[src/rtl/mem_arbiter.sv]
// Shares one RAM port between the instruction and data caches of CPUS cores.
// Data outranks fetch, cores rotate round-robin, and an age counter promotes starved fetches.
module mem_arbiter #(
    parameter int CPUS = 2,
    parameter int IMAX = 8
) (
    input  logic               CLK,
    input  logic               RST,
    input  logic [CPUS-1:0]    iREN,
    input  logic [CPUS-1:0]    dREN,
    input  logic [CPUS-1:0]    dWEN,
    input  logic [CPUS*32-1:0] iaddr,
    input  logic [CPUS*32-1:0] daddr,
    input  logic [CPUS*32-1:0] dstore,
    output logic [CPUS-1:0]    iwait,
    output logic [CPUS-1:0]    dwait,
    output logic [CPUS*32-1:0] iload,
    output logic [CPUS*32-1:0] dload,
    output logic               ramREN,
    output logic               ramWEN,
    output logic [31:0]        ramaddr,
    output logic [31:0]        ramstore,
    input  logic [31:0]        ramload,
    input  logic [1:0]         ramstate
);

    localparam int OW = (CPUS > 1) ? $clog2(CPUS) : 1;
    localparam int AW = $clog2(IMAX + 1);
    localparam logic [1:0] RAM_ACCESS = 2'd2;

    typedef enum logic {IDLE, SERVE} state_t;
    typedef enum logic {K_I, K_D} kind_t;

    state_t        state_q, state_d;
    kind_t         kind_q, kind_d;
    logic [OW-1:0] owner_q, owner_d;
    logic [OW-1:0] rr_q, rr_d;
    logic          wr_q, wr_d;
    logic          ipend_q, ipend_d;
    logic [AW-1:0] age_q, age_d;

    logic [CPUS-1:0] dreq;
    logic [OW:0]     pick_i, pick_d;
    logic            win_found;
    logic [OW-1:0]   win_idx;
    kind_t           win_kind;

    int          oi;
    logic        o_iren, o_dren, o_dwen;
    logic [31:0] o_iaddr, o_daddr, o_dstore;
    logic        live, cmpl;

    // First set bit of m at or after position p; MSB of the result flags a hit.
    function automatic logic [OW:0] pick(input logic [CPUS-1:0] m,
                                         input logic [OW-1:0] p);
        logic [OW:0] r;
        int j;
        r = '0;
        for (int k = CPUS - 1; k >= 0; k--) begin
            j = (int'(p) + k) % CPUS;
            if (m[j]) r = {1'b1, OW'(j)};
        end
        return r;
    endfunction

    always_comb begin
        dreq      = dREN | dWEN;
        pick_i    = pick(iREN, rr_q);
        pick_d    = pick(dreq, rr_q);
        win_found = (|iREN) | (|dreq);
        win_kind  = K_I;
        win_idx   = pick_i[OW-1:0];
        if (age_q == AW'(IMAX) && pick_i[OW]) begin
            win_kind = K_I;
            win_idx  = pick_i[OW-1:0];
        end else if (pick_d[OW]) begin
            win_kind = K_D;
            win_idx  = pick_d[OW-1:0];
        end
    end

    always_comb begin
        oi       = int'(owner_q);
        o_iren   = iREN[oi];
        o_dren   = dREN[oi];
        o_dwen   = dWEN[oi];
        o_iaddr  = iaddr[oi*32 +: 32];
        o_daddr  = daddr[oi*32 +: 32];
        o_dstore = dstore[oi*32 +: 32];
        // The granted request is still being held by its owner
        if (kind_q == K_I) live = o_iren;
        else if (wr_q)     live = o_dwen;
        else               live = o_dren;
        cmpl = (state_q == SERVE) && live && (ramstate == RAM_ACCESS);
    end

    always_comb begin
        state_d = state_q;
        owner_d = owner_q;
        kind_d  = kind_q;
        wr_d    = wr_q;
        ipend_d = ipend_q;
        rr_d    = rr_q;
        age_d   = age_q;
        unique case (state_q)
            IDLE: begin
                if (win_found) begin
                    state_d = SERVE;
                    owner_d = win_idx;
                    kind_d  = win_kind;
                    wr_d    = (win_kind == K_D) && dWEN[win_idx];
                    ipend_d = |iREN;
                end
            end
            SERVE: begin
                if (!live) begin
                    state_d = IDLE;
                end else if (cmpl) begin
                    state_d = IDLE;
                    if (owner_q == OW'(CPUS - 1)) rr_d = '0;
                    else                          rr_d = owner_q + 1'b1;
                    if (kind_q == K_I)
                        age_d = '0;
                    else if (ipend_q && age_q != AW'(IMAX))
                        age_d = age_q + 1'b1;
                end
            end
            default: state_d = IDLE;
        endcase
    end

    always_comb begin
        iwait    = '1;
        dwait    = '1;
        iload    = '0;
        dload    = '0;
        ramREN   = 1'b0;
        ramWEN   = 1'b0;
        ramaddr  = '0;
        ramstore = '0;
        if (state_q == SERVE) begin
            if (kind_q == K_I) begin
                ramREN  = o_iren;
                ramaddr = o_iaddr;
            end else begin
                ramaddr = o_daddr;
                if (wr_q) begin
                    ramWEN   = o_dwen;
                    ramstore = o_dstore;
                end else begin
                    ramREN = o_dren;
                end
            end
        end
        if (cmpl) begin
            if (kind_q == K_I) begin
                iwait[oi]         = 1'b0;
                iload[oi*32 +: 32] = ramload;
            end else begin
                dwait[oi] = 1'b0;
                if (!wr_q) dload[oi*32 +: 32] = ramload;
            end
        end
    end

    always_ff @(posedge CLK) begin
        if (RST) begin
            state_q <= IDLE;
            owner_q <= '0;
            kind_q  <= K_I;
            wr_q    <= 1'b0;
            ipend_q <= 1'b0;
            rr_q    <= '0;
            age_q   <= '0;
        end else begin
            state_q <= state_d;
            owner_q <= owner_d;
            kind_q  <= kind_d;
            wr_q    <= wr_d;
            ipend_q <= ipend_d;
            rr_q    <= rr_d;
            age_q   <= age_d;
        end
    end

endmodule

[config.mk]
export PLATFORM = sky130hd
export DESIGN_NAME = mem_arbiter
export DESIGN_NICKNAME = d
export VERILOG_FILES = /design/src/rtl/mem_arbiter.sv
export SDC_FILE = /design/constraint.sdc
export NUM_CORES = 1
export LEC_CHECK = 0
export ABC_AREA = 1
export CAP_MARGIN = 5
export CORE_AREA = 2 2 168 170
export CTS_BUF_LIST = sky130_fd_sc_hd__clkbuf_4 sky130_fd_sc_hd__clkbuf_8
export DETAILED_ROUTE_END_ITERATION = 8
export DIE_AREA = 0 0 170 172
export PLACE_DENSITY = 0.38
export SLEW_MARGIN = 20
export SYNTH_ARGS = -nofsm -noshare
export SYNTH_HDL_FRONTEND = slang
export SYNTH_SLANG_ARGS = --single-unit
export TNS_END_PERCENT = 10
[constraint.sdc]
create_clock -name CLK -period 2.9 [get_ports CLK]
set_input_delay 0.87 -clock CLK [delete_from_list [all_inputs] [get_ports CLK]]
set_output_delay 0.87 -clock CLK [all_outputs]
set_load 0.1 [all_outputs]
==> impl_metrics.toml, run 1 <==
[place]
io_buffers = 431
place_area_sq_um = 10410
routabilityCongestion = 0.7894
hpwl_um = 21400
dp_slack_ns = -0.6934

[setup_path]
cp.arrival_ns = 2.24
cp-end-kind = "primary output"
cp-start-kind = "input pin"
ff2ff_path_depth = 9
setup.worst_path.class = "input pin to primary output"
crit_chain = "buf_6 -> inv_2 -> nand2_2 -> nand3_2 -> nand2_2 -> nand2_2 -> nand2_2 -> nand2_2 -> inv_4 -> nand3_4 -> buf_12 -> buf_16 -> nor2_4 -> buf_12"
cp_common_cell = "nand2_2"
cp.required_ns = 2.03
crit_slowest_cell = "buf_12"
critPathMaxStageDelay_ns = 0.18
path_max_fanout = 7

[grt]
grt_first_pass_wirelength_um = 35680
antenna_found_initial = 0
grt_pass1_vias = 5515
grt.total_usage_pct = 16.27
grt_max_degree = 42
overflow = 0

[sta]
whs_ns = 0.4616
hold_violations = 0
slew_violations = 0
tns_ns = -15.76
skew_ns = 0.001435
fmax_mhz = 321.5
setup_violations = 132
finalCritPeriodShare_pct = 107.2
relSlewSlack_pct = 57.50
rsz0062_at_grt = "true"
worst_slack_ns = -0.2101
fin_crit_ns = 3.110
worstMarginPinSlew_ns = 0.6375

[pwr]
power_w = 0.002103
clock_power_share_pct = 8.3
p_leak_nw = 4.194
p_sw_w = 0.001111
swShare_pct = 52.84
pwr-share-comb_pct = 84.2
irDropWorstVdd_mv = 0.1044
p_seq_share_pct = 7.5
p_int_w = 0.0009920
power_density_nw_per_um2 = 189.8

[logic_synthesis]
synthSimpleGateAreaFrac_pct = 52.37
synth_top_area_share_pct = 22.80
synth_compound_area_share_pct = 24.87
yosysTopAreaCell = "nand2_1"
netlist_top_cells_area = "nand2_1, nor2_1, a22oi_1"
synth_adder_area_share_pct = 0.9212
muxShareOfSynthArea_pct = 0
synthCells = 575
synth_xor_area_share_pct = 0.3224
synthFlopType = "dfxtp_1"
yosys.cell_types.count = 25
syn_nets = 811
yosysSeqAreaShare_pct = 7.370
synth_top_family_by_area = "simple AND/OR/NAND/NOR gates"
yosysWarnings = 0
async_reset_ff_share_pct = 0
synth-seq-cells = 10
synth-edff-count = 0
syn_area_sq_um = 2716
syn_area_per_cell_sq_um = 4.724

[cts]
clockBufferDepth = 2
h-tree-depth = 1
path_clk_slew_ns = 0.05
numCtsBuffers = 3
clock_latency_ns = 0.23
root_buffer = "clkbuf_8"
clock_sinks = 10
tritoncts = "built"

[floorplanning]
die_area_sq_um = 29240
pin_count = 432
rows = 61
initial_utilization_pct = 9.886
die_w_um = 170
coreArea_sq_um = 27480
fp.dieH_um = 172

[detailed_routing]
antenna_left = 0
dr.pass1.iters = 4
drc = 0
wirelength_um = 25830
wl_per_cell_um = 18.87
first_iter_violations = 174
post_drt_via_cell_ratio = 4.014
num_vias = 5495

[final_layout]
ff_latch_area_sq_um = 203.9
antenna_cells = 0
nNetsFinal = 1260
fill_cells = 2732
multi_input_area_sq_um = 3224
drive_above_1_share_pct = 44.48
area_delta_synth_final_pct = 308.0
postLayoutCellArea_sq_um = 11080

[worst_hold_path]
hold_class = "flop to flop"
hold_depth = 2

[flow_run]
drv_cap = 0

[outcome]
violations = "negative setup slack"
status = "complete, but fails checks"
==> Yosys cell counts, types with 2 or more instances <==
master / n
nor2_1: 141
buf_2: 16
nor3_1: 2
nand2_1: 165
a22oi_1: 32
nand2_2: 4
dfxtp_1: 10
nand4_1: 4
a31oi_1: 32
nand3_1: 36
buf_1: 5
ha_1: 2
inv_2: 5
o21ai_0: 4
inv_1: 45
clkbuf_1: 24
a21oi_1: 40
==> final timing paths <==
kind | from | to | slack [ns]
worst max-delay path | dREN[1] | iload[53] | -0.21
worst min-delay path | rr_q | rr_q | 0.46
worst max register to register | wr_q | age_q[0] | 1.22
worst min register to register | rr_q | rr_q | 0.46
==> placed cells by master, fill, tap and decap left out, types with 8 or more instances in the layout <==
cell type and instances:
a22oi_1 32, nor2_1 12, nand2_1 159, buf_6 8
nand3_1 35, buf_12 210, a21oi_1 40, nor2_4 103
inv_1 39, clkdlybuf4s50_1 225, buf_4 41, dfxtp_1 9
nand2_2 8, nor2_2 26, a31oi_2 31
==> worst max-delay path, delay by kind of cell <==
family / cells / cell delay [ns]
buf+inv: 6 / 0.69
simple gates: 8 / 0.68
==> sequential cells by signal, indices dropped and copies added, names as in the netlist <==
register,flops
state_q,1
rr_q,1
ipend_q,1
kind_q,1
owner_q,1
wr_q,1
age_q,4
==> through the flow <==
step | cells | util (%)
final | 1369 | 40.34
after global routing | 1369 | 40.34
after CTS | 1366 | 39.78
after detailed placement | 1347 | 37.89
after global placement | 1347 | 37.89
after floorplan | 575 | -
==> logic make-up (layout without fill, tap and decap cells) <==
| group | after synthesis | count (layout) |
|---|---|---|
| AND/OR/NAND/NOR | 356 | 356 |
| AO/OA/AOI/OAI | 110 | 110 |
| buffers and inverters | 96 | 544 |
| flip-flops | 10 | 10 |
| adder cells (fa/ha/maj) | 2 | 2 |
| XOR/XNOR | 1 | 1 |
==> cell type report <==
class / instances / share of cell area, %
clock buffers: 4 / 0.4967
multi-input cells: 469 / 29.09
repair buffers: 490 / 62.88
well taps: 346 / 3.906
inverters: 50 / 1.784
flip-flops and latches: 10 / 1.840
==> power by group through the flow <==
stage / clock, W / sequential (W) / combinational (W)
finish: 0.000174 / 0.000159 / 0.00177
global route: 0.000187 / 0.000160 / 0.00186
CTS: 0.000178 / 0.000159 / 0.00177
detailed placement: 0 / 0.000162 / 0.00173
global placement: 0 / 0.000162 / 0.00174
floorplan: 0 / 0.000156 / 0.000895
==> repair_timing <==
action                                  CTS  global route
pin swaps                                 8            10
buffers inserted                         12             3
endpoints found under the setup margin  134           134
cloned                                    3             0
hold buffers                              0             0
gates resized for setup                  96            29
==> metal layers <==
| metal | GRT usage (%) | up-vias | wire length, um |
|---|---|---|---|
| met2 | 31.68 | 279 | 13600 |
| li1 | - | 2763 | - |
| met1 | 17.57 | 2437 | 9478 |
| met4 | 2.415 | 0 | 345 |
| met3 | 4.921 | 16 | 2404 |
| met5 | 0 | - | 0 |
No activity file was read; power rests on OpenSTA's default activity.
==> run 2: changes to the inputs <==
- CAP_MARGIN: 5 -> 20
==> results of run 2 <==
Same layout as run 1: the final DEF is identical, and so are final timing and power.
